<file path="src/rtl/inst_cache.sv">
// Direct-mapped instruction cache sitting between the fetch unit and the
// memory controller. Lookup is purely combinational from register arrays;
// a miss starts a line fill that reads every word of the line in order.
//
// Ports:
//   clk_in          clock
//   rst_in          synchronous active-high reset
//   rdy_in          global ready, low freezes all state
//   fetch_addr      PC from the fetch unit (bits [1:0] ignored)
//   inst_available  combinational hit for fetch_addr
//   inst            instruction word at fetch_addr (meaningful on a hit)
//   mem_req         word-read request, high for the whole fill
//   mem_addr        word-aligned read address
//   mem_data        returned word
//   mem_data_valid  one-cycle strobe, mem_data answers mem_addr
module inst_cache #(
  parameter int unsigned INDEX_BITS  = 4,
  parameter int unsigned OFFSET_BITS = 2
) (
  input  logic        clk_in,
  input  logic        rst_in,
  input  logic        rdy_in,
  input  logic [31:0] fetch_addr,
  output logic        inst_available,
  output logic [31:0] inst,
  output logic        mem_req,
  output logic [31:0] mem_addr,
  input  logic [31:0] mem_data,
  input  logic        mem_data_valid
);

  localparam int unsigned LINES    = 1 << INDEX_BITS;
  localparam int unsigned WORDS    = 1 << OFFSET_BITS;
  localparam int unsigned IDX_LSB  = OFFSET_BITS + 2;
  localparam int unsigned TAG_LSB  = OFFSET_BITS + INDEX_BITS + 2;
  localparam int unsigned TAG_BITS = 32 - TAG_LSB;

  localparam logic [OFFSET_BITS-1:0] LAST_WORD = OFFSET_BITS'(WORDS - 1);

  localparam logic [0:0] IDLE = 1'b0;
  localparam logic [0:0] FILL = 1'b1;

  // Storage arrays; data and tag are never reset, only valid bits are.
  logic [31:0]         data_q [LINES][WORDS];
  logic [TAG_BITS-1:0] tag_q  [LINES];
  logic [LINES-1:0]    valid_q;

  logic [0:0]             state_q, state_d;
  logic [OFFSET_BITS-1:0] cnt_q, cnt_d;
  logic [INDEX_BITS-1:0]  fill_index_q, fill_index_d;
  logic [TAG_BITS-1:0]    fill_tag_q, fill_tag_d;
  logic                   mem_req_d;
  logic [31:0]            mem_addr_d;

  logic                   start_fill_c;
  logic                   word_we_c;
  logic                   line_done_c;

  // Address split of the fetch PC.
  logic [OFFSET_BITS-1:0] f_offset;
  logic [INDEX_BITS-1:0]  f_index;
  logic [TAG_BITS-1:0]    f_tag;
  logic                   hit_c;
  logic                   unused_addr_bits;

  assign f_offset         = fetch_addr[IDX_LSB-1:2];
  assign f_index          = fetch_addr[TAG_LSB-1:IDX_LSB];
  assign f_tag            = fetch_addr[31:TAG_LSB];
  assign unused_addr_bits = ^fetch_addr[1:0];

  // Combinational lookup, served in every FSM state.
  assign hit_c          = valid_q[f_index] && (tag_q[f_index] == f_tag);
  assign inst_available = hit_c;
  assign inst           = data_q[f_index][f_offset];

  // Next-state logic; nothing advances while rdy_in is low.
  always_comb begin
    state_d      = state_q;
    cnt_d        = cnt_q;
    fill_index_d = fill_index_q;
    fill_tag_d   = fill_tag_q;
    mem_req_d    = mem_req;
    mem_addr_d   = mem_addr;
    start_fill_c = 1'b0;
    word_we_c    = 1'b0;
    line_done_c  = 1'b0;
    if (rdy_in) begin
      case (state_q)
        IDLE: begin
          if (!hit_c) begin
            start_fill_c = 1'b1;
            state_d      = FILL;
            cnt_d        = '0;
            fill_index_d = f_index;
            fill_tag_d   = f_tag;
            mem_req_d    = 1'b1;
            mem_addr_d   = {f_tag, f_index, {OFFSET_BITS{1'b0}}, 2'b00};
          end
        end
        FILL: begin
          if (mem_data_valid) begin
            word_we_c = 1'b1;
            if (cnt_q == LAST_WORD) begin
              line_done_c = 1'b1;
              state_d     = IDLE;
              cnt_d       = '0;
              mem_req_d   = 1'b0;
            end else begin
              cnt_d      = cnt_q + OFFSET_BITS'(1);
              mem_addr_d = mem_addr + 32'd4;
            end
          end
        end
        default: state_d = IDLE;
      endcase
    end
  end

  // Control state and valid bits.
  always_ff @(posedge clk_in) begin
    if (rst_in) begin
      state_q      <= IDLE;
      cnt_q        <= '0;
      fill_index_q <= '0;
      fill_tag_q   <= '0;
      mem_req      <= 1'b0;
      mem_addr     <= '0;
      valid_q      <= '0;
    end else begin
      state_q      <= state_d;
      cnt_q        <= cnt_d;
      fill_index_q <= fill_index_d;
      fill_tag_q   <= fill_tag_d;
      mem_req      <= mem_req_d;
      mem_addr     <= mem_addr_d;
      // Invalidate the victim as soon as the fill is committed so a partial
      // line can never hit.
      if (start_fill_c) valid_q[f_index] <= 1'b0;
      if (line_done_c)  valid_q[fill_index_q] <= 1'b1;
    end
  end

  // Data and tag arrays, written only by the fill.
  always_ff @(posedge clk_in) begin
    if (!rst_in && word_we_c)   data_q[fill_index_q][cnt_q] <= mem_data;
    if (!rst_in && line_done_c) tag_q[fill_index_q] <= fill_tag_q;
  end

endmodule

</file>
<file path="config.mk">
export PLATFORM = sky130hd
export DESIGN_NAME = inst_cache
export DESIGN_NICKNAME = d
export VERILOG_FILES = /design/src/rtl/inst_cache.sv
export SDC_FILE = /design/constraint.sdc
export NUM_CORES = 2
export LEC_CHECK = 0
export ABC_AREA = 1
export BUFFER_PORTS_ARGS = -buffer_cell sky130_fd_sc_hd__buf_2
export CAP_MARGIN = 20
export CORE_AREA = 2 2 518 314
export DETAILED_ROUTE_END_ITERATION = 7
export DIE_AREA = 0 0 520 316
export PLACE_DENSITY = 0.75
export RECOVER_POWER = 100
export SLEW_MARGIN = 40
export SYNTH_ARGS = -nofsm -noshare
export SYNTH_HDL_FRONTEND = slang
export SYNTH_SLANG_ARGS = --single-unit
</file>
<file path="constraint.sdc">
create_clock -name clk_in -period 5.1 [get_ports clk_in]
set_input_delay 0.51 -clock clk_in [delete_from_list [all_inputs] [get_ports clk_in]]
set_output_delay 0.51 -clock clk_in [all_outputs]
set_load 0.05 [all_outputs]
</file>
==> results by stage <==
Critical path:
- The signal arrival time at the worst endpoint is about 5.1 ns.
- Among all stages on the critical path, the largest delay is contributed by sky130_fd_sc_hd__clkbuf_1.
- Traced cell by cell, the critical path runs through nand3_1 > nor2_1 > nand2_1 > clkbuf_1 > nor2_4 > clkbuf_1.
- STA classifies the critical path startpoint as a flip-flop.
- STA puts the critical path data required time at around 5.5 ns.
- In this run the worst path has a maximum fanout of 32.
- The most frequent cell on the critical path is sky130_fd_sc_hd__clkbuf_1.
- STA classifies the critical path endpoint as a flip-flop.
- The start-to-end type of the worst setup path is reg -> reg.
- The largest stage delay on the critical path is approximately 2.3 ns.

Timing:
- The remaining max-slew budget at the tightest pin is -139.3%.
- The number of hold-slack violations in the final timing report is 0.
- The max-slew violation count is 3842.
- The final-report setup violation count is 0.
- The transition time at the pin with the least slew margin is roughly 3.6 ns.
- Setup repair after global routing left no endpoint under its margin.
- In the final timing run, aggregate negative setup slack is 0 ns.
- Setup slack closes at 0.4254 ns.
- The achievable frequency is 0.2139 GHz.
- The shortest period the worst path allows is around 4.7 ns.
- The worst path uses 91.66% of the clock period.
- The post-route clock skew is 0.05662 ns.
- The smallest hold slack is 0.04159 ns.

Outcome:
- The run finished, with violations left.
- The checks that failed: DRC, capacitance limit, slew limit.

Power:
- Net switching is 22.65% of the power.
- For this design the total switching power over the nets is 9.280 mW.
- The internal power of the cells totals 31.69 mW.
- The leakage power summed over all cells is 34.56 nW.
- The power density of the placed cells is 385.1 mW/mm^2.
- The maximum ir drop on the vdd rail is 0.0004896 V.
- The clock network fraction of total power is 38.5%.
- The fraction of power consumed by sequential logic is 55.5%.
- The combinational share of power is 6.0%.

Yosys:
- Summing the areas of all fa, ha and maj instances in the mapped netlist gives 0.06563% of the synthesized area.
- The total number of yosys warnings is 0.
- Of all flip-flops after synthesis, the portion carrying an async set or reset was 0%.
- Sorting the synthesized cells by area gives the leading types as sky130_fd_sc_hd__edfxtp_1 (77%), sky130_fd_sc_hd__a22oi_1 (7.4%), sky130_fd_sc_hd__nand2_1 (5.1%).
- The number of distinct library cell variants in the gate-level netlist after synthesis is 50.
- The synthesized netlist devotes approximately an eighth of its cell area to compound gates.
- In this run the cell area of the synthesized design comes to 0.09532 mm^2.
- The share of Yosys cell area claimed by the top area cell type is 76.61%.
- Of the synthesized area, sequential elements account for 78.25%.
- The synthesized design contains 2432 enable-type register cells.
- After Yosys synthesis, XOR and XNOR cells account for less than 1% of the synthesized area.
- The cell type with the highest aggregate area in the netlist is sky130_fd_sc_hd__edfxtp_1.
- After Yosys synthesis, and, or, nand and nor cells account for around 7.4% of the synthesized area.
- The count of mapped cells out of synthesis is 6499.
- Counting flops and latches in the post-synthesis netlist gives approximately 2500.
- The portion of netlist area occupied by mux cells is 0%.
- For this run, the leading register cell type out of synthesis is sky130_fd_sc_hd__edfxtp_1.
- Each instance of the synthesized netlist takes up on average 14.67 um^2.
- By area, the combinational part of the netlist is dominated by compound AO/OA/AOI/OAI gates.

Floorplanning:
- The floorplan has 114 rows.
- The region available for standard cell placement spans 0.1599 mm^2.
- The count of pins on the block boundary is 134.
- The effective utilization at floorplan is 59.61%.
- The area enclosed by the die boundary is 0.1643 mm^2.
- The die height is 316 um.
- Measured along the x axis, the die boundary spans between 500 and 600 um.

Finish:
- The number of nets at the end of the flow is approximately 6800.
- The post-route netlist has 8.807% of its cells at a drive strength greater than 1.
- The number of fill cells in the layout is 10570.
- Relative to the synthesized area, the layout overhead comes to 11.61%.
- At the end of the flow the core is filled with cells to 66.53%.

Run:
- Max-cap violations in this run came to 96.

Clock tree:
- After clock tree synthesis, the clock-pin slew on the worst setup and hold paths is about 0.070 ns.
- The number of gates resized after cts is 0.
- The deepest clock path buffer count is 3.
- TritonCTS built the clock tree.
- The cell chosen for the clock root is sky130_fd_sc_hd__clkbuf_16.
- Post-CTS timing repair inserted 0 buffers for setup.
- The total number of H-tree levels is 4.
- After clock tree synthesis, the flow added hold-fix buffers numbering 24.
- The clock net in this run drives a total of 2510 sinks.
- Counting the buffers created by CTS gives just over 200.
- The insertion delay of the later-clocked pin in the worst-skew pair is 0.88 ns.

Placement:
- The pre-CTS setup slack is 0.8027 ns.
- Routability-driven placement finished with a final weighted congestion of 0.9120.
- Port buffering added 129 buffers.
- The detailed placement HPWL is 151.6 mm.

GRT:
- Entering global routing, the biggest net connects 98 pins.
- The via count of the first global-routing pass came to 57600.
- The total routing usage reported by global routing is 32.71%.
- The first global-routing pass estimated 390.6 mm of wire.
- The initial antenna violation count is 14.
- The global route total overflow is 0.

Route:
- The detailed router finished its first iteration with 10050 violations.
- The residual DRC count is 20.
- Dividing the detail-routed wire length by the instance count gives 29.96 um.
- The pre-antenna-repair detailed-routing pass consisted of 8 iterations.
- Dividing the detail-routed via count by the number of cells gives 6.739.
- The routed design has 270.6 mm of wire.
- The via count of the routed design is 60880.
- The count of nets left with antenna violations once routing finished came out at 0.

Min path:
- The worst min-delay path category is in -> reg.
==> cells in the final DEF, fill, tap and decap left out, types with 16 or more instances in the layout <==
cell type / instances
sky130_fd_sc_hd__buf_2: 43
sky130_fd_sc_hd__nand3_1: 84
sky130_fd_sc_hd__clkbuf_16: 208
sky130_fd_sc_hd__nand2_1: 1283
sky130_fd_sc_hd__dfxtp_1: 78
sky130_fd_sc_hd__clkinv_2: 41
sky130_fd_sc_hd__nor4_1: 68
sky130_fd_sc_hd__a221oi_1: 21
sky130_fd_sc_hd__nor2_4: 44
sky130_fd_sc_hd__buf_12: 56
sky130_fd_sc_hd__o22ai_1: 16
sky130_fd_sc_hd__clkinv_1: 52
sky130_fd_sc_hd__nand4_1: 20
sky130_fd_sc_hd__nor2_1: 188
sky130_fd_sc_hd__o21ai_0: 67
sky130_fd_sc_hd__nor3_1: 19
sky130_fd_sc_hd__edfxtp_1: 2432
sky130_fd_sc_hd__clkbuf_1: 190
sky130_fd_sc_hd__a22o_1: 20
sky130_fd_sc_hd__inv_1: 85
sky130_fd_sc_hd__o41ai_1: 24
sky130_fd_sc_hd__a21oi_1: 513
sky130_fd_sc_hd__buf_4: 105
sky130_fd_sc_hd__dlygate4sd3_1: 24
sky130_fd_sc_hd__clkbuf_2: 24
sky130_fd_sc_hd__a22oi_1: 939
sky130_fd_sc_hd__o21ai_1: 18
sky130_fd_sc_hd__a31oi_1: 58
==> cell usage after synthesis, drive strengths merged, types with 4 or more instances <==
master,n
ha,5
o41ai,24
a32o,4
nand4,20
nand3,84
o2111ai,5
a21oi,520
or2,7
or4,15
edfxtp,2432
nor2,234
buf,173
o21ai,86
a221oi,21
a22oi,939
a22o,20
nor4,71
nand2,1286
xor2,8
a31oi,58
o211ai,5
xnor2,6
o22ai,16
inv,93
o311ai,7
or3,7
dfxtp,78
nor3,19
clkbuf,239
==> worst paths after layout <==
check             slack, ns  cells past startpoint             end        start
setup / recovery       0.43                      6  data_q[3][115]      state_q
hold / removal         0.04                      3         state_q       rdy_in
setup reg to reg       0.43                      6  data_q[3][115]      state_q
hold reg to reg        0.49                      2     valid_q[15]  valid_q[15]
==> stage by stage <==
step                std cells  cell area, um^2  total power [mW]
global route             9029           106400             41.89
CTS                      9027           107700             40.94
global placement         8589           100100             25.50
detailed placement       8618           100900             25.56
floorplan                6500            95330             24.41
finish                   9033           106400             40.97
==> worst max-delay path: cells and delay by family, from the launching register on <==
family,cells,cell delay [ns]
and+or+nand+nor,4,0.89
buffers and inverters,2,2.96
DFF,1,0.34
==> cell type report <==
class	instances	area, um^2	share of cell area, %
sequential	2510	74590	70.11
tap	2146	2685	2.524
inverter	96	385.4	0.3622
timing repair buffer	408	3093	2.907
clock buffer	252	5440	5.114
multi-input combinational	3482	18990	17.85
antenna	6	15.01	0.01411
clock inverter	133	1189	1.117
==> state kept, by name, indices dropped and copies added, names as in the netlist <==
signal        count
data_q         2048
tag_q           384
mem_addr         30
fill_tag_q       24
valid_q          16
fill_index_q      4
cnt_q             2
mem_req           1
state_q           1
==> per-layer routing <==
layer	track usage [%]	vias to the layer above	routed length [um]
li1	-	25370	-
met1	48.40	29890	100400
met2	47.17	4974	117200
met3	9.243	637	43330
met4	11.28	14	9549
met5	0	-	94
==> cells by family after synthesis <==
group	Yosys count
buffers and inverters	508
AO/OA/AOI/OAI	1713
flip-flops	2510
adder cells (fa/ha/maj)	5
AND/OR/NAND/NOR	1748
other	1
XOR/XNOR	14
==> power by group through the flow <==
stage	clock network [mW]	registers (mW)	logic [mW]
2_1_floorplan	0	23.2	1.21
3_3_place_gp	0	23.2	2.35
3_5_place_dp	0	23.2	2.41
4_1_cts	15.8	22.7	2.44
5_1_grt	16.6	22.7	2.59
6_report	15.8	22.7	2.46
Note: power is estimated with default switching activity, not from simulation.
